===== config.mk =====
export PLATFORM = sky130hd
export DESIGN_NAME = alu_issue_ctrl
export DESIGN_NICKNAME = d
export VERILOG_FILES = /design/src/rtl/alu_issue_ctrl.sv
export SDC_FILE = /design/constraint.sdc
export NUM_CORES = 1
export LEC_CHECK = 0
export ABC_AREA = 1
export BUFFER_PORTS_ARGS = -buffer_cell sky130_fd_sc_hd__buf_2
export CELL_PAD_IN_SITES_DETAIL_PLACEMENT = 0
export CELL_PAD_IN_SITES_GLOBAL_PLACEMENT = 1
export CORE_MARGIN = 5
export CORE_UTILIZATION = 42
export DETAILED_ROUTE_END_ITERATION = 16
export PLACE_DENSITY_LB_ADDON = 0.1
export SLEW_MARGIN = 20
export SYNTH_ARGS = -nofsm -noshare
export SYNTH_HDL_FRONTEND = slang
export SYNTH_SLANG_ARGS = --single-unit

===== constraint.sdc =====
create_clock -name clk -period 2.1 [get_ports clk]
set_input_delay 0.105 -clock clk [delete_from_list [all_inputs] [get_ports clk]]
set_output_delay 0.105 -clock clk [all_outputs]
set_load 0.01 [all_outputs]

===== src/rtl/alu_issue_ctrl.sv =====
// Issue controller for an external combinational 16-bit ALU: accepts instructions over
// valid/ready, reads operands from an internal register file and writes the ALU result back.
module alu_issue_ctrl #(
   parameter int DATA_W = 16,
   parameter int REG_AW = 3
) (
   input  logic              clk,
   input  logic              rst_n,
   input  logic              instr_valid,
   input  logic [15:0]       instr,
   output logic              instr_ready,
   input  logic              ld_en,
   input  logic [REG_AW-1:0] ld_addr,
   input  logic [DATA_W-1:0] ld_data,
   input  logic [REG_AW-1:0] rd_addr,
   output logic [DATA_W-1:0] rd_data,
   output logic [DATA_W-1:0] ALU_A,
   output logic [DATA_W-1:0] ALU_B,
   output logic [2:0]        ALU_Sel,
   input  logic [DATA_W-1:0] ALU_Out,
   output logic              done,
   output logic [DATA_W-1:0] result
);

   localparam int NUM_REGS = 32'd1 << REG_AW;

   typedef enum logic [1:0] {
      IDLE = 2'b00,
      EXEC = 2'b01,
      WB   = 2'b10
   } state_t;

   state_t            state_r;
   logic [DATA_W-1:0] regs_r [NUM_REGS];
   logic [REG_AW-1:0] rd_r;
   logic              ready_r;
   logic              done_r;
   logic [DATA_W-1:0] alu_a_r;
   logic [DATA_W-1:0] alu_b_r;
   logic [2:0]        alu_sel_r;
   logic [DATA_W-1:0] result_r;

   logic [2:0]        op_s;
   logic [REG_AW-1:0] rd_s;
   logic [REG_AW-1:0] rs1_s;
   logic [REG_AW-1:0] rs2_s;
   logic              accept_s;
   logic              ld_ok_s;
   logic              unused_s;

   assign op_s     = instr[15:13];
   assign rd_s     = instr[12:10];
   assign rs1_s    = instr[9:7];
   assign rs2_s    = instr[6:4];
   assign unused_s = ^instr[3:0];

   // ready_r mirrors state==IDLE but stays low through the reset cycle
   assign accept_s = instr_valid && ready_r && (state_r == IDLE);
   assign ld_ok_s  = ld_en && (state_r == IDLE) && !accept_s;

   // Issue FSM with registered ALU operands, handshake and writeback outputs
   always_ff @(posedge clk or negedge rst_n) begin
      if (!rst_n) begin
         state_r   <= IDLE;
         ready_r   <= 1'b0;
         done_r    <= 1'b0;
         rd_r      <= '0;
         alu_a_r   <= '0;
         alu_b_r   <= '0;
         alu_sel_r <= 3'b000;
         result_r  <= '0;
      end else begin
         case (state_r)
            IDLE: begin
               done_r <= 1'b0;
               if (accept_s) begin
                  rd_r      <= rd_s;
                  alu_a_r   <= regs_r[rs1_s];
                  alu_b_r   <= regs_r[rs2_s];
                  alu_sel_r <= op_s;
                  ready_r   <= 1'b0;
                  state_r   <= EXEC;
               end else begin
                  ready_r   <= 1'b1;
               end
            end
            EXEC: begin
               ready_r <= 1'b0;
               done_r  <= 1'b1;
               state_r <= WB;
            end
            WB: begin
               result_r <= ALU_Out;
               done_r   <= 1'b0;
               ready_r  <= 1'b1;
               state_r  <= IDLE;
            end
            default: begin
               ready_r <= 1'b0;
               done_r  <= 1'b0;
               state_r <= IDLE;
            end
         endcase
      end
   end

   // Register file: writeback wins; host preload only in an idle, non-accepting cycle
   always_ff @(posedge clk or negedge rst_n) begin
      if (!rst_n) begin
         for (int i = 0; i < NUM_REGS; i++) begin
            regs_r[i] <= '0;
         end
      end else if (state_r == WB) begin
         regs_r[rd_r] <= ALU_Out;
      end else if (ld_ok_s) begin
         regs_r[ld_addr] <= ld_data;
      end
   end

   assign instr_ready = ready_r;
   assign done        = done_r;
   assign result      = result_r;
   assign ALU_A       = alu_a_r;
   assign ALU_B       = alu_b_r;
   assign ALU_Sel     = alu_sel_r;
   assign rd_data     = regs_r[rd_addr];

endmodule


==> impl_metrics.py <==
metrics = {
    "run_status": {
        "outcome": "finished clean",
    },
    "sta": {
        "setup_violations": 0,
        "setup_tns_ns": 0,
        "fin_crit_sh": 0.933,
        "tightest_slew_ns": 1.10,
        "hold_viol_final": 0,
        "fin_ws_ns": 0.140,
        "max_freq_mhz": 510,
        "max-slew-margin-rel": 0.268,
        "grt_setup_unrepaired": "no",
        "fin_skew_ns": 0.0121,
        "period_needed_ns": 1.96,
        "drv_slew": 0,
        "holdWs_ns": 0.0885,
    },
    "setup_path": {
        "worstPathRequired_ns": 2.48,
        "r2r_start": "state_r[0]$_DFFE_PN0P_",
        "cp_top_family": "simple AND/OR/NAND/NOR gates",
        "r2r_cells": 8,
        "ff2ff_setup_slack_ns": 0.14,
        "crit_path_end_kind": "flop",
        "cp-endpoint": "regs_r[8]$_DFFE_PN0P_",
        "crit_buf_inv": 2,
        "crit_path_start_kind": "flop",
        "critPathArrivalTime_ns": 2.34,
        "reg2reg_to": "regs_r[8]$_DFFE_PN0P_",
        "cp_slowest_cell": "nor2_2",
        "crit_top_cell": "nand2_1",
        "crit_type": "reg2reg",
        "path_depth": 8,
        "worstPathMaxFanout": 39,
        "cpPeakStageDelay_ns": 0.44,
        "cp-startpoint": "state_r[0]$_DFFE_PN0P_",
        "path_cells": "inv_1 -> nand2_2 -> buf_12 -> nor2_2 -> nand2_1 -> o21ai_0 -> nand3_1 -> nand2_1",
    },
    "drt": {
        "ant_nets": 0,
        "viasPerCell": 5.28,
        "vias": 13900,
        "routed_wl_mm": 48.0,
        "drc_errors": 0,
        "dr.pass1.iters": 5,
        "wire_per_inst_um": 18.3,
        "drt_iter0_markers": 1736,
    },
    "pwr": {
        "clock_power_share": 0.212,
        "p_seq_frac": 0.366,
        "leakage_nw": 8.40,
        "switching_share": 0.456,
        "power_density_nw_per_um2": 1100,
        "internal-power_w": 0.00878,
        "switchingPower_w": 0.00737,
        "peakVddDrop_uv": 826,
        "comb_power_share": 0.422,
    },
    "synthesis": {
        "synth.yosys.warnings": 0,
        "synth_seq_area_share": 0.362,
        "ys_types": 18,
        "ys_ff_latch": 186,
        "avgSynthCellArea_sq_um": 6.02,
        "synth_cells": 2133,
        "synth_area_sq_um": 12800,
        "syn_nets": 2191,
    },
    "placed_design": {
        "io_buffer_count": 122,
        "post-place-cells": 2571,
        "pre_cts_ws_ns": 0.179,
        "finalWeightedCongestion": 0.898,
        "dp_hpwl_mm": 34.5,
    },
    "grt": {
        "overflow": 0,
        "track_usage": 0.283,
        "grt_pass1_vias": 12800,
        "antenna_found_initial": 0,
        "grt_max_degree": 75,
        "grt_pass1_wl_mm": 75.8,
    },
    "hold_path": {
        "hp-class": "in2reg",
    },
    "layout": {
        "diodes": 0,
        "drive_gt1_frac": 0.110,
        "fin_nets": 2276,
        "syn2layout_area_growth_pct": 14.6,
        "instances_no_fill": 2627,
    },
    "cts": {
        "cts_max_level": 4,
        "clock_path_buffers": 2,
        "cts_buffers": 17,
        "path_clk_slew_ns": 0.08,
        "cts.sinks": 186,
        "tritoncts": "done",
        "cts-root-buf": "clkbuf_16",
        "clkLatencyLatePin_ns": 0.44,
    },
    "floorplanning": {
        "pin_count": 127,
        "fp.coreArea_sq_um": 30400,
        "rows": 64,
        "die_w_um": 185,
        "fp.dieH_um": 185,
        "die_area_sq_um": 34200,
        "start_util": 0.422,
    },
    "job": {
        "drv_cap": 0,
    },
}
[placed cells by master (no fill, tap or decap), types with 3 or more instances in the layout]
cell and count:
dlygate4sd3_1 24, buf_4 42, bufinv_16 3, nand2_1 1040, nand2_2 16, clkbuf_16 17
inv_1 177, dfrtp_1 186, o21ai_0 115, buf_2 121, inv_2 5, nand3_1 361
nor2_1 15, a21oi_1 64, buf_12 10, inv_6 4, nor2_2 17
[layer usage]
metal | global-route usage | wire [um] | share of wire
met1 | 0.458 | 24000 | 0.50
met2 | 0.400 | 19500 | 0.41
met3 | 0.0424 | 3950 | 0.082
met4 | 0.0517 | 580 | 0.012
met5 | 0 | 0 | 0
[registers in the layout, summed over array words and instances (netlist names)]
name and count:
result 16, done 1, ALU_Sel 3, ALU_A 16, state_r 2, ALU_B 16
regs_r 128, rd_r 3, instr_ready 1
[worst register-to-register path, stage by stage, from the launching register on]
cell	delay, ns
dfrtp_1	0.37
inv_1	0.10
nand2_2	0.30
buf_12	0.32
nor2_2	0.45
nand2_1	0.08
o21ai_0	0.09
nand3_1	0.12
nand2_1	0.08
[per-stage QoR]
| stage | area, sq um | total power (W) | utilization |
|---|---|---|---|
| 4_1_cts | 14700 | 0.0161 | 0.484 |
| 3_5_place_dp | 13900 | 0.0126 | 0.456 |
| 5_1_grt | 14700 | 0.0173 | 0.484 |
| 3_3_place_gp | 13900 | 0.0125 | 0.456 |
| 2_1_floorplan | 12800 | 0.00991 | - |
| 6_report | 14700 | 0.0162 | 0.484 |
[synth_stat cells]
| cell type | count | area (sq um) |
|---|---|---|
| nand2_1 | 1041 | 3910 |
| nand3_1 | 361 | 1810 |
| dfrtp_1 | 186 | 4650 |
| inv_1 | 178 | 668 |
| o21ai_0 | 115 | 576 |
| clkbuf_1 | 77 | 289 |
| a21oi_1 | 64 | 320 |
| buf_2 | 39 | 195 |
| nor2_1 | 17 | 63.8 |
| nand2_2 | 15 | 93.8 |
| nor2_2 | 15 | 93.8 |
| buf_4 | 6 | 45.0 |
| buf_1 | 5 | 18.8 |
| buf_6 | 5 | 56.3 |
| inv_2 | 4 | 15.0 |
| nand2_4 | 2 | 22.5 |
| nor3_2 | 2 | 20.0 |
| clkinv_1 | 1 | 3.75 |
[power by group through the flow]
stage / sequential [W] / combinational [W] / clock [W]
6_report: 0.00591 / 0.00682 / 0.00343
3_5_place_dp: 0.00591 / 0.00672 / 0
5_1_grt: 0.00604 / 0.00766 / 0.00363
3_3_place_gp: 0.00589 / 0.00663 / 0
4_1_cts: 0.00585 / 0.00678 / 0.00349
2_1_floorplan: 0.00571 / 0.00420 / 0
[worst min-delay path by stage]
stage | start | end | slack, ns | cells after the start
floorplan | rst_n | ALU_A[0]$_DFFE_PN0P_ | -0.19 | 0
global placement | rst_n | ALU_Sel[0]$_DFFE_PN0P_ | 0.11 | 1
detailed placement | rst_n | ALU_Sel[0]$_DFFE_PN0P_ | 0.11 | 1
CTS | ld_data[3] | regs_r[19]$_DFFE_PN0P_ | 0.07 | 5
global route | ld_data[3] | regs_r[19]$_DFFE_PN0P_ | 0.11 | 5
finish | ld_data[8] | regs_r[24]$_DFFE_PN0P_ | 0.09 | 5
[layout make-up]
| type | instances | area, sq um |
|---|---|---|
| clock inverters | 12 | 160 |
| inverters | 183 | 687 |
| multi-input cells | 1632 | 6910 |
| clock buffers | 20 | 447 |
| flip-flops and latches | 186 | 4650 |
| repair buffers | 198 | 1380 |
| fillers | 3272 | 15700 |
| well taps | 396 | 495 |
[what timing repair did]
| action | CTS | global route |
|---|---|---|
| endpoints found under the setup margin | 0 | 3 |
| setup buffers | 0 | 0 |
| resized for setup | 0 | 3 |
| hold buffers | 24 | 0 |
| endpoints found under the hold margin | 73 | 0 |
[cells by family after synthesis]
group                  share of synthesized area
DFF                                        0.362
AOI/OAI and AO/OA                         0.0697
buffers and inverters                      0.100
and+or+nand+nor                            0.468
Note: power is estimated with default switching activity, not from simulation.
